--- src/rtl/vga_timing_if.sv ---
// vga_timing_if: bundles the run enable and every timing output of vga_timing.
//   master  - the timing generator: takes en, drives counters, syncs and strobes.
//   slave   - a consumer (pixel pipeline or bench): drives en, observes the rest.
// Signals:
//   en           run enable; low freezes the generator
//   hcount[9:0]  current pixel column
//   vcount[9:0]  current line
//   hsync/vsync  active-low sync pulses
//   bright       high inside the visible area
//   pix_en       one-clk strobe per pixel advance
//   frame_start  one-clk strobe after the counters wrap to (0,0)
//   frame_cnt    16-bit frame counter, only when VGA_TIMING_FRAME_CNT_EN is defined
interface vga_timing_if;
  logic        en;
  logic [9:0]  hcount;
  logic [9:0]  vcount;
  logic        hsync;
  logic        vsync;
  logic        bright;
  logic        pix_en;
  logic        frame_start;
`ifdef VGA_TIMING_FRAME_CNT_EN
  logic [15:0] frame_cnt;
`endif

  modport master (
    input  en,
    output hcount, vcount, hsync, vsync, bright, pix_en, frame_start
`ifdef VGA_TIMING_FRAME_CNT_EN
    , output frame_cnt
`endif
  );

  modport slave (
    output en,
    input  hcount, vcount, hsync, vsync, bright, pix_en, frame_start
`ifdef VGA_TIMING_FRAME_CNT_EN
    , input frame_cnt
`endif
  );
endinterface

--- src/rtl/vga_timing.sv ---
// vga_timing: VGA raster timing generator. A clock divider produces one pixel
// strobe every CLK_DIV clocks; horizontal and vertical counters walk the raster
// and registered hsync/vsync/bright are derived from the next-state counters so
// they line up with hcount/vcount in the same cycle.
// Ports:
//   clk    system clock, rising edge
//   rst_n  asynchronous active-low reset
//   vga    vga_timing_if.master (en in; hcount, vcount, hsync, vsync, bright,
//          pix_en, frame_start out; frame_cnt out when enabled)
// Optional feature: define VGA_TIMING_FRAME_CNT_EN to add the 16-bit frame_cnt
// output; without it the port and its register do not exist.
module vga_timing #(
  parameter int unsigned CLK_DIV = 4,
  parameter int unsigned H_VIS   = 640,
  parameter int unsigned H_FP    = 16,
  parameter int unsigned H_SYNC  = 96,
  parameter int unsigned H_BP    = 48,
  parameter int unsigned V_VIS   = 480,
  parameter int unsigned V_FP    = 10,
  parameter int unsigned V_SYNC  = 2,
  parameter int unsigned V_BP    = 33
) (
  input logic          clk,
  input logic          rst_n,
  vga_timing_if.master vga
);

  localparam int unsigned H_TOTAL = H_VIS + H_FP + H_SYNC + H_BP;
  localparam int unsigned V_TOTAL = V_VIS + V_FP + V_SYNC + V_BP;
  localparam int unsigned DivW    = (CLK_DIV > 1) ? $clog2(CLK_DIV) : 1;

  localparam logic [DivW-1:0] DivMax    = DivW'(CLK_DIV - 1);
  localparam logic [9:0]      HMax      = 10'(H_TOTAL - 1);
  localparam logic [9:0]      VMax      = 10'(V_TOTAL - 1);
  localparam logic [9:0]      HVis      = 10'(H_VIS);
  localparam logic [9:0]      VVis      = 10'(V_VIS);
  localparam logic [9:0]      HSyncBeg  = 10'(H_VIS + H_FP);
  localparam logic [9:0]      HSyncEnd  = 10'(H_VIS + H_FP + H_SYNC);
  localparam logic [9:0]      VSyncBeg  = 10'(V_VIS + V_FP);
  localparam logic [9:0]      VSyncEnd  = 10'(V_VIS + V_FP + V_SYNC);

  logic [DivW-1:0] div_q, div_d;
  logic [9:0]      hcount_q, hcount_d;
  logic [9:0]      vcount_q, vcount_d;
  logic            hsync_q, hsync_d;
  logic            vsync_q, vsync_d;
  logic            bright_q, bright_d;
  logic            frame_start_q, frame_start_d;
  logic            pix_en;
  logic            h_wrap, v_wrap;

  // Gated by rst_n so the strobe is low during reset even when CLK_DIV == 1.
  assign pix_en = rst_n & vga.en & (div_q == DivMax);
  assign h_wrap = (hcount_q == HMax);
  assign v_wrap = (vcount_q == VMax);

  always_comb begin
    div_d         = div_q;
    hcount_d      = hcount_q;
    vcount_d      = vcount_q;
    hsync_d       = hsync_q;
    vsync_d       = vsync_q;
    bright_d      = bright_q;
    frame_start_d = 1'b0;

    if (vga.en) begin
      div_d = (div_q == DivMax) ? '0 : div_q + 1'b1;
    end

    if (pix_en) begin
      if (h_wrap) begin
        hcount_d = '0;
        vcount_d = v_wrap ? '0 : vcount_q + 10'd1;
      end else begin
        hcount_d = hcount_q + 10'd1;
      end
      // Decode from the next-state counters so the registered flags match them.
      hsync_d       = !((hcount_d >= HSyncBeg) && (hcount_d < HSyncEnd));
      vsync_d       = !((vcount_d >= VSyncBeg) && (vcount_d < VSyncEnd));
      bright_d      = (hcount_d < HVis) && (vcount_d < VVis);
      frame_start_d = h_wrap && v_wrap;
    end
  end

  always_ff @(posedge clk or negedge rst_n) begin
    if (!rst_n) begin
      div_q         <= '0;
      hcount_q      <= '0;
      vcount_q      <= '0;
      hsync_q       <= 1'b1;
      vsync_q       <= 1'b1;
      bright_q      <= 1'b0;
      frame_start_q <= 1'b0;
    end else begin
      div_q         <= div_d;
      hcount_q      <= hcount_d;
      vcount_q      <= vcount_d;
      hsync_q       <= hsync_d;
      vsync_q       <= vsync_d;
      bright_q      <= bright_d;
      frame_start_q <= frame_start_d;
    end
  end

  assign vga.hcount      = hcount_q;
  assign vga.vcount      = vcount_q;
  assign vga.hsync       = hsync_q;
  assign vga.vsync       = vsync_q;
  assign vga.bright      = bright_q;
  assign vga.pix_en      = pix_en;
  // Strobe is suppressed while paused.
  assign vga.frame_start = frame_start_q & vga.en;

`ifdef VGA_TIMING_FRAME_CNT_EN
  logic [15:0] frame_cnt_q;

  // Advances on the same edge that sets frame_start_q; wraps naturally.
  always_ff @(posedge clk or negedge rst_n) begin
    if (!rst_n) begin
      frame_cnt_q <= '0;
    end else if (frame_start_d) begin
      frame_cnt_q <= frame_cnt_q + 16'd1;
    end
  end

  assign vga.frame_cnt = frame_cnt_q;
`endif

endmodule
--- src/flat_wrapper.sv ---
// flat-port wrapper written by rule: the top's interface ports become plain ports
module vga_timing_flat 
#(
  parameter int unsigned CLK_DIV = 4,
  parameter int unsigned H_VIS   = 640,
  parameter int unsigned H_FP    = 16,
  parameter int unsigned H_SYNC  = 96,
  parameter int unsigned H_BP    = 48,
  parameter int unsigned V_VIS   = 480,
  parameter int unsigned V_FP    = 10,
  parameter int unsigned V_SYNC  = 2,
  parameter int unsigned V_BP    = 33
)
  (clk, rst_n, vga_en, vga_hcount, vga_vcount, vga_hsync, vga_vsync, vga_bright, vga_pix_en, vga_frame_start);
  vga_timing_if vga_i ();
  input logic clk;
  input logic rst_n;
  input wire logic [$bits(vga_i.en)-1:0] vga_en;
  output wire logic [$bits(vga_i.hcount)-1:0] vga_hcount;
  output wire logic [$bits(vga_i.vcount)-1:0] vga_vcount;
  output wire logic [$bits(vga_i.hsync)-1:0] vga_hsync;
  output wire logic [$bits(vga_i.vsync)-1:0] vga_vsync;
  output wire logic [$bits(vga_i.bright)-1:0] vga_bright;
  output wire logic [$bits(vga_i.pix_en)-1:0] vga_pix_en;
  output wire logic [$bits(vga_i.frame_start)-1:0] vga_frame_start;
  assign vga_i.en = vga_en;
  assign vga_hcount = vga_i.hcount;
  assign vga_vcount = vga_i.vcount;
  assign vga_hsync = vga_i.hsync;
  assign vga_vsync = vga_i.vsync;
  assign vga_bright = vga_i.bright;
  assign vga_pix_en = vga_i.pix_en;
  assign vga_frame_start = vga_i.frame_start;
  vga_timing #(.CLK_DIV(CLK_DIV), .H_VIS(H_VIS), .H_FP(H_FP), .H_SYNC(H_SYNC), .H_BP(H_BP), .V_VIS(V_VIS), .V_FP(V_FP), .V_SYNC(V_SYNC), .V_BP(V_BP)) u_core (.clk(clk), .rst_n(rst_n), .vga(vga_i));
endmodule
--- config.mk ---
export PLATFORM = sky130hd
export DESIGN_NAME = vga_timing_flat
export DESIGN_NICKNAME = d
export VERILOG_FILES = /design/src/rtl/vga_timing_if.sv /design/src/rtl/vga_timing.sv /design/src/flat_wrapper.sv
export SDC_FILE = /design/constraint.sdc
export NUM_CORES = 1
export LEC_CHECK = 0
export ABC_AREA = 1
export CORE_MARGIN = 4
export CORE_UTILIZATION = 30
export CTS_CLUSTER_SIZE = 14
export DETAILED_ROUTE_END_ITERATION = 12
export SLEW_MARGIN = 10
export SYNTH_ARGS = -nofsm -noshare
export SYNTH_HDL_FRONTEND = slang
export SYNTH_SLANG_ARGS = --single-unit
--- constraint.sdc ---
create_clock -name clk -period 1.7 [get_ports clk]
set_input_delay 0.34 -clock clk [delete_from_list [all_inputs] [get_ports clk]]
set_output_delay 0.34 -clock clk [all_outputs]
set_load 0.01 [all_outputs]
==> Word level (Yosys, flattened, before mapping) <==
Cells that the tools add are included.
{ "totals": {"ff_bits": 26, "in_bits": 3, "output_inout_bits": 25, "elab_cells": 35} }
{ "op_classes": {"add_sub_neg": 3, "order_cmp": 6, "eq_ne": 3, "muxes": 7, "bitwise": 3, "n_reduce_logical": 6} }
{ "op_table": {"columns": ["op", "n"], "rows": [
  ["10-bit 2-to-1 mux", 5],
  ["10-bit by 1-bit adder with 10-bit output, second input constant", 2],
  ["10-bit == test, second input constant", 2],
  ["10-bit less-than comparator, second input constant", 2],
  ["10-bit by 9-bit less-than comparator with 1-bit output, second input constant", 2],
  ["10-bit >= comparator, second input constant", 1],
  ["10-bit by 9-bit >= comparator with 1-bit output, second input constant", 1],
  ["1-bit logical AND", 4],
  ["1-bit bitwise AND", 3],
  ["2-bit by 1-bit adder with 2-bit output, second input constant", 1],
  ["2-bit == test, second input constant", 1],
  ["1-bit zero test", 2],
  ["2-bit 2-to-1 mux", 1],
  ["1-bit 2-to-1 mux", 1]
]} }

==> Depth between registers and ports, before layout <==
{ "logic_depth": {"ltp_word": 7, "ltp_mapped": 12, "depth_no_buf": 12} }

==> Worst setup path after synthesis <==
Ideal clock, no wire load.
{ "synth_path": {"path_kind": "reg-to-reg", "startpoint": "reg u_core.hcount_q[0], in the netlist u_core.vga.hcount[0]", "endpoint": "reg u_core.vsync_q, in the netlist u_core.vga.vsync", "setup_ps": 79, "arrival_time_ps": 1584, "t_required_ps": 1621, "path_slack_ps": 37, "stages_incl_launch_ff": 13, "n_path_buf": 0, "synth_period_minus_slack_ps": 1663, "cell_sequence": "dfrtp_1 -> ha_1 -> nand2_2 -> nor2_8 -> inv_2 -> nor2_4 -> nand2_1 -> nand2_1 -> nand2_1 -> nor2_1 -> nand2_1 -> o21bai_1 -> nand2_1"} }
{ "synth_via": {"elab_chain_cells": 6, "word_cells_on_any_way": 7, "classes_between": "order compare (2); eq/ne (1); mux (2); reduce/logical (2)"} }
{ "synth_rtl": {"columns": ["element", "line_no", "text"], "rows": [
  ["from (decl)", "vga_timing.sv:43", "logic [9:0] hcount_q, hcount_d;"],
  ["from (signal assigned)", "vga_timing.sv:96", "hcount_q <= hcount_d;"],
  ["10-bit == test *", "vga_timing.sv:54", "assign h_wrap = (hcount_q == HMax);"],
  ["10-bit 2-to-1 mux *", "vga_timing.sv:71", "if (h_wrap) begin"],
  ["10-bit 2-to-1 mux *", "vga_timing.sv:70", "if (pix_en) begin"],
  ["10-bit by 9-bit >= comparator with 1-bit output / 10-bit by 9-bit less-than comparator with 1-bit output (equally long branches)", "vga_timing.sv:79", "vsync_d = !((vcount_d >= VSyncBeg) && (vcount_d < VSyncEnd));"],
  ["1-bit logical AND *", "vga_timing.sv:79", null],
  ["1-bit zero test *", "vga_timing.sv:79", null],
  ["to (signal assigned)", "vga_timing.sv:99", "vsync_q <= vsync_d;"],
  ["to (decl)", "vga_timing.sv:46", "logic vsync_q, vsync_d;"]
]} }
Mark *: on every way between the ends. The rest lies on a longest branch, timed or not. The select of a mux whose other input is x is not followed.
A chain may end at the register's enable or synchronous reset.

==> Worst setup path after layout <==
{ "layout_path": {"startpoint": "reg u_core.hcount_q[1], in the netlist u_core.vga.hcount[1]", "endpoint": "reg u_core.vsync_q, in the netlist u_core.vga.vsync"} }
Same word-level chain as after synthesis.

==> flow_results.org <==
** Drt
- After detailed routing, the number of remaining DRC violations is 0.
- Summed over all layers, the routed wires come to 4480 µm.
- Max layer used :: met4
- Length of routed met2 wiring :: around 2100 µm
- Avg WL per Cell :: 12.0 µm
- Initial detailed-routing violation count :: 122
- Detailed-routed wire length on met3 :: approximately 210 µm
- Routed length on met1 :: 2090 µm
- Via density per instance :: 4.64
- Before antenna repair, the detailed router went through 4 iterations.
- For this block, the via count after detailed routing is 1736.
- Number of antenna-violating nets in the routed design :: 0

** Worst setup path
- Counting cells, the worst reg-to-reg path comes to 11.
- CP required :: 1910 ps
- The worst setup path is captured at a flop.
- Flop-to-flop setup slack :: about 15 ps
- Type of the worst setup path :: reg2reg
- At the worst endpoint, the arrival time is 1890 ps.
- STA classifies the critical path startpoint as a flop.
- Worst reg2reg endpoint :: u_core.vga.vsync$_DFFE_PN1P_
- In this run the worst path has a maximum fanout of 5.
- The worst register-to-register path begins at u_core.vga.hcount[1]$_DFFE_PN0P_.

** Pwr
- Part of the total power dissipated in sequential elements :: 38.1%
- Power per cell area :: between 900 and 1000 nW/µm²
- Switching share of total power :: 37.0%
- Combinational logic is responsible for 46.5% of the overall power.
- The clock network is responsible for approximately 16% of the overall power.
- The analysis attributes to cell leakage a power of 1.31 nW.
- Internal power contribution :: 0.00149 W
- Summed over all nets, the switching power comes to 0.000872 W.
- The worst-case IR drop observed on VDD is 0.542 mV.

** Logic synthesis
- The synthesized design contains 0 enable-type register cells.
- Top cells by count, synth :: 88 x nand2_1, 29 x inv_1, 24 x dfrtp_1
- Counting every net in the synthesized netlist gives 252.
- Simple-gate area share of the yosys netlist :: 37.1%
- Largest family of logic cells by synthesized area :: simple AND/OR/NAND/NOR gates
- Sequential fraction of the synthesis area :: 38.8%
- The biggest area contributor in the post-synthesis netlist is dfrtp_1.
- Synth top area share :: approximately 36%
- Measured against the total synthesized area, the mux share comes to less than 1%.
- The Yosys step of the flow raised 0 warnings.
- After Yosys synthesis, full adders, half adders and majority gates account for 3.71% of the synthesized area.
- Compound-Gate Fraction of Synth Area :: about a tenth
- In this run the cell area of the synthesized design comes to 1690 µm².
- For this run, asynchronously set or reset flops after synthesis account for 100%.
- Main synth FF type :: dfrtp_1
- The cell count after synthesis came out at 244.
- Unique cell type count in the Yosys netlist :: 26
- Post-synthesis area per instance :: ~7 µm²
- Library cell with the highest instance count after synthesis :: nand2_1
- After Yosys synthesis, XOR and XNOR cells account for roughly 1.6% of the synthesized area.
- Synthesis inferred 26 register bits.
- Most area-consuming cells after synthesis :: dfrtp_1 36%, nand2_1 20%, inv_1 6.5%, nand3_1 5.6%, o21ai_0 5.3%

** Placement
- Dpl cell area :: 2230 µm²
- Worst slack, placed :: -333 ps
- Once detailed placement completed, the half-perimeter wirelength came to about 3200 µm.
- At the end of routability-driven placement, the weighted congestion stood at ~0.84.
- Port Buf Inserts :: 27

** Floorplan
- Chip Height :: 83.0 µm
- Number of I/O pins :: 28
- The total area inside the core boundary comes to 5470 µm².
- The floorplan has 27 rows.
- Starting density of the core :: between 30 and 40%
- The floorplan step defined a die boundary enclosing 6880 µm².
- Die boundary width :: 83.0 µm

** Global route
- Antenna violations before repair :: 0
- The number of global-route vias before repair came to 1716.
- GRT Resource Usage Total :: 13.2%
- Wire length of the first global-routing pass :: 7710 µm
- Sum of overflow across all layers after global routing :: 0
- Entering global routing, the biggest net connects 29 pins.

** Clock tree
- The root buffer cell chosen for the clock tree is clkbuf_8.
- Clock buffer count from CTS :: 3
- In this run, post-CTS hold repair placed 0 buffers.
- Post-CTS clock slew at the launch and capture registers of the worst setup and hold paths :: approximately 90 ps
- Deepest level of the CTS H-tree :: 1
- For this design, the sink count on the clock tree is 26.
- TritonCTS built the clock tree.
- At the later pin of the worst-skew pair, clock insertion delay measures ~270 ps.
- Counting along the longest clock path gives a buffer depth of 2.

** STA
- At the pin with the least slew margin, the transition time is 355 ps.
- Setup repair after global routing could not meet its margin everywhere.
- The number of max-slew violations in the final report is 0.
- Final clock period utilization by the worst path :: 99.1%
- Setup slack closes at 14.7 ps.
- In this run the tightest slew margin relative to its limit is 76.3%.
- Max Clk Rate :: 0.593 GHz
- After layout, the minimum clock period comes to 1690 ps.
- Final clock skew :: between 6 and 7 ps
- Setup violation total in the final timing report :: 0
- Final hold viol count :: 0

** Layout
- Fraction of final layout cells with drive strength greater than 1 :: 23.2%
- Compared with the post-synthesis result, the final layout area differs by 44.7%.
- Number of diodes added for antenna fixing :: 0
- After routing the design area is 2440 µm².
- Final net count :: between 300 and 400

** Status
- The flow ran to the end, and the final reports show no timing, DRC or antenna violations.

** Job
- Across the run, the number of max-cap violations was 0.

** Min path
- The min-delay analysis places its worst path in the category in2async.
## worst max-delay path: stages (launching register included)
cell	delay, ps
dfrtp_1	370
ha_2	210
nand2_4	70
nor2_8	160
nand3_2	110
buf_6	150
nand2_1	50
nand2_1	70
nor2_2	140
nand3_2	80
o21bai_1	140
nand2_1	60
## cell type report
type | count | area (µm²)
Sequential cell | 26 | 654
Clock buffer | 4 | 45.0
Tap cell | 72 | 90.1
Fill cell | 570 | 3030
Multi-Input combinational cell | 182 | 997
Timing Repair Buffer | 60 | 539
Inverter | 30 | 113
## state kept, by name (all words and copies together), names as in the netlist
register	flops
u_core.vga.bright	1
u_core.vga.hsync	1
u_core.div_q	2
u_core.vga.vcount	10
u_core.frame_start_q	1
u_core.vga.vsync	1
u_core.vga.hcount	10
## per-layer routing
| metal | GRT usage, % | vias up |
|---|---|---|
| li1 | - | 886 |
| met3 | 2.08 | 4 |
| met2 | 22.2 | 35 |
| met1 | 17.9 | 811 |
| met4 | 2.67 | 0 |
| met5 | 0 | - |
## cells in the final DEF, fill, tap and decap left out, types with 2 or more instances in the layout
cell	netlist	layout
nand3_1	19	11
dlymetal6s2s_1	0	6
nor2_1	21	15
ha_2	0	2
nand2_2	2	3
nor3_2	1	2
clkdlybuf4s50_1	0	17
o21a_1	3	3
ha_1	5	3
nor2_2	1	4
nand4_1	7	7
o21ai_0	18	17
buf_6	1	4
dfrtp_1	24	23
a21oi_1	4	4
clkbuf_8	0	3
o21bai_1	4	4
dlygate4sd2_1	0	3
inv_1	29	29
nand3_2	0	8
dfstp_2	2	2
xor2_1	2	2
nor2_4	1	4
buf_4	0	29
nand2_4	0	3
nand2_1	88	84
## cell families after synthesis
kind of cell | after synthesis
AOI/OAI and AO/OA | 29
xor gates and xnor gates | 3
adders and majority gates | 5
buffers and inverters | 36
DFF | 26
muxes | 1
and+or+nand+nor | 144
## metrics by stage
stage	power (W)	hold WS [ps]	util, %	TNS, ps	cells
3_5_place_dp	0.00191	461	40.8	-1330	366
6_report	0.00236	268	44.6	0	374
3_3_place_gp	0.00189	459	40.8	-1260	366
5_1_grt	0.00254	322	44.6	-444	374
4_1_cts	0.00230	287	41.9	0	370
2_1_floorplan	0.00141	44.4	-	0	244
## worst max-delay path by stage
stage                                     start                          endpoint  slack [ps]  depth (start not counted)
2_1_floorplan  u_core.vga.hcount[0]$_DFFE_PN0P_      u_core.vga.vsync$_DFFE_PN1P_          40                         12
3_3_place_gp                              rst_n                        vga_pix_en        -340                          4
3_5_place_dp                              rst_n                        vga_pix_en        -330                          4
4_1_cts        u_core.vga.hcount[0]$_DFFE_PN0P_  u_core.vga.vcount[0]$_DFFE_PN0P_         0.8                         10
5_1_grt        u_core.vga.hcount[1]$_DFFE_PN0P_      u_core.vga.hsync$_DFFE_PN1P_        -160                         10
6_report       u_core.vga.hcount[1]$_DFFE_PN0P_      u_core.vga.vsync$_DFFE_PN1P_          10                         11
## power groups by stage
stage	Clock, W	Sequential, W	Combinational [W]
3_3_place_gp	0	0.000906	0.000986
6_report	0.000365	0.000897	0.00110
3_5_place_dp	0	0.000907	0.00100
2_1_floorplan	0	0.000981	0.000427
5_1_grt	0.000398	0.000919	0.00123
4_1_cts	0.000383	0.000899	0.00102
## timing repair
item	CTS	global route
gates cloned	0	0
endpoints found under the setup margin	8	19
pin swaps	1	13
buffers inserted	0	4
resized for setup	11	35
Note: power is estimated with default switching activity, not from simulation.
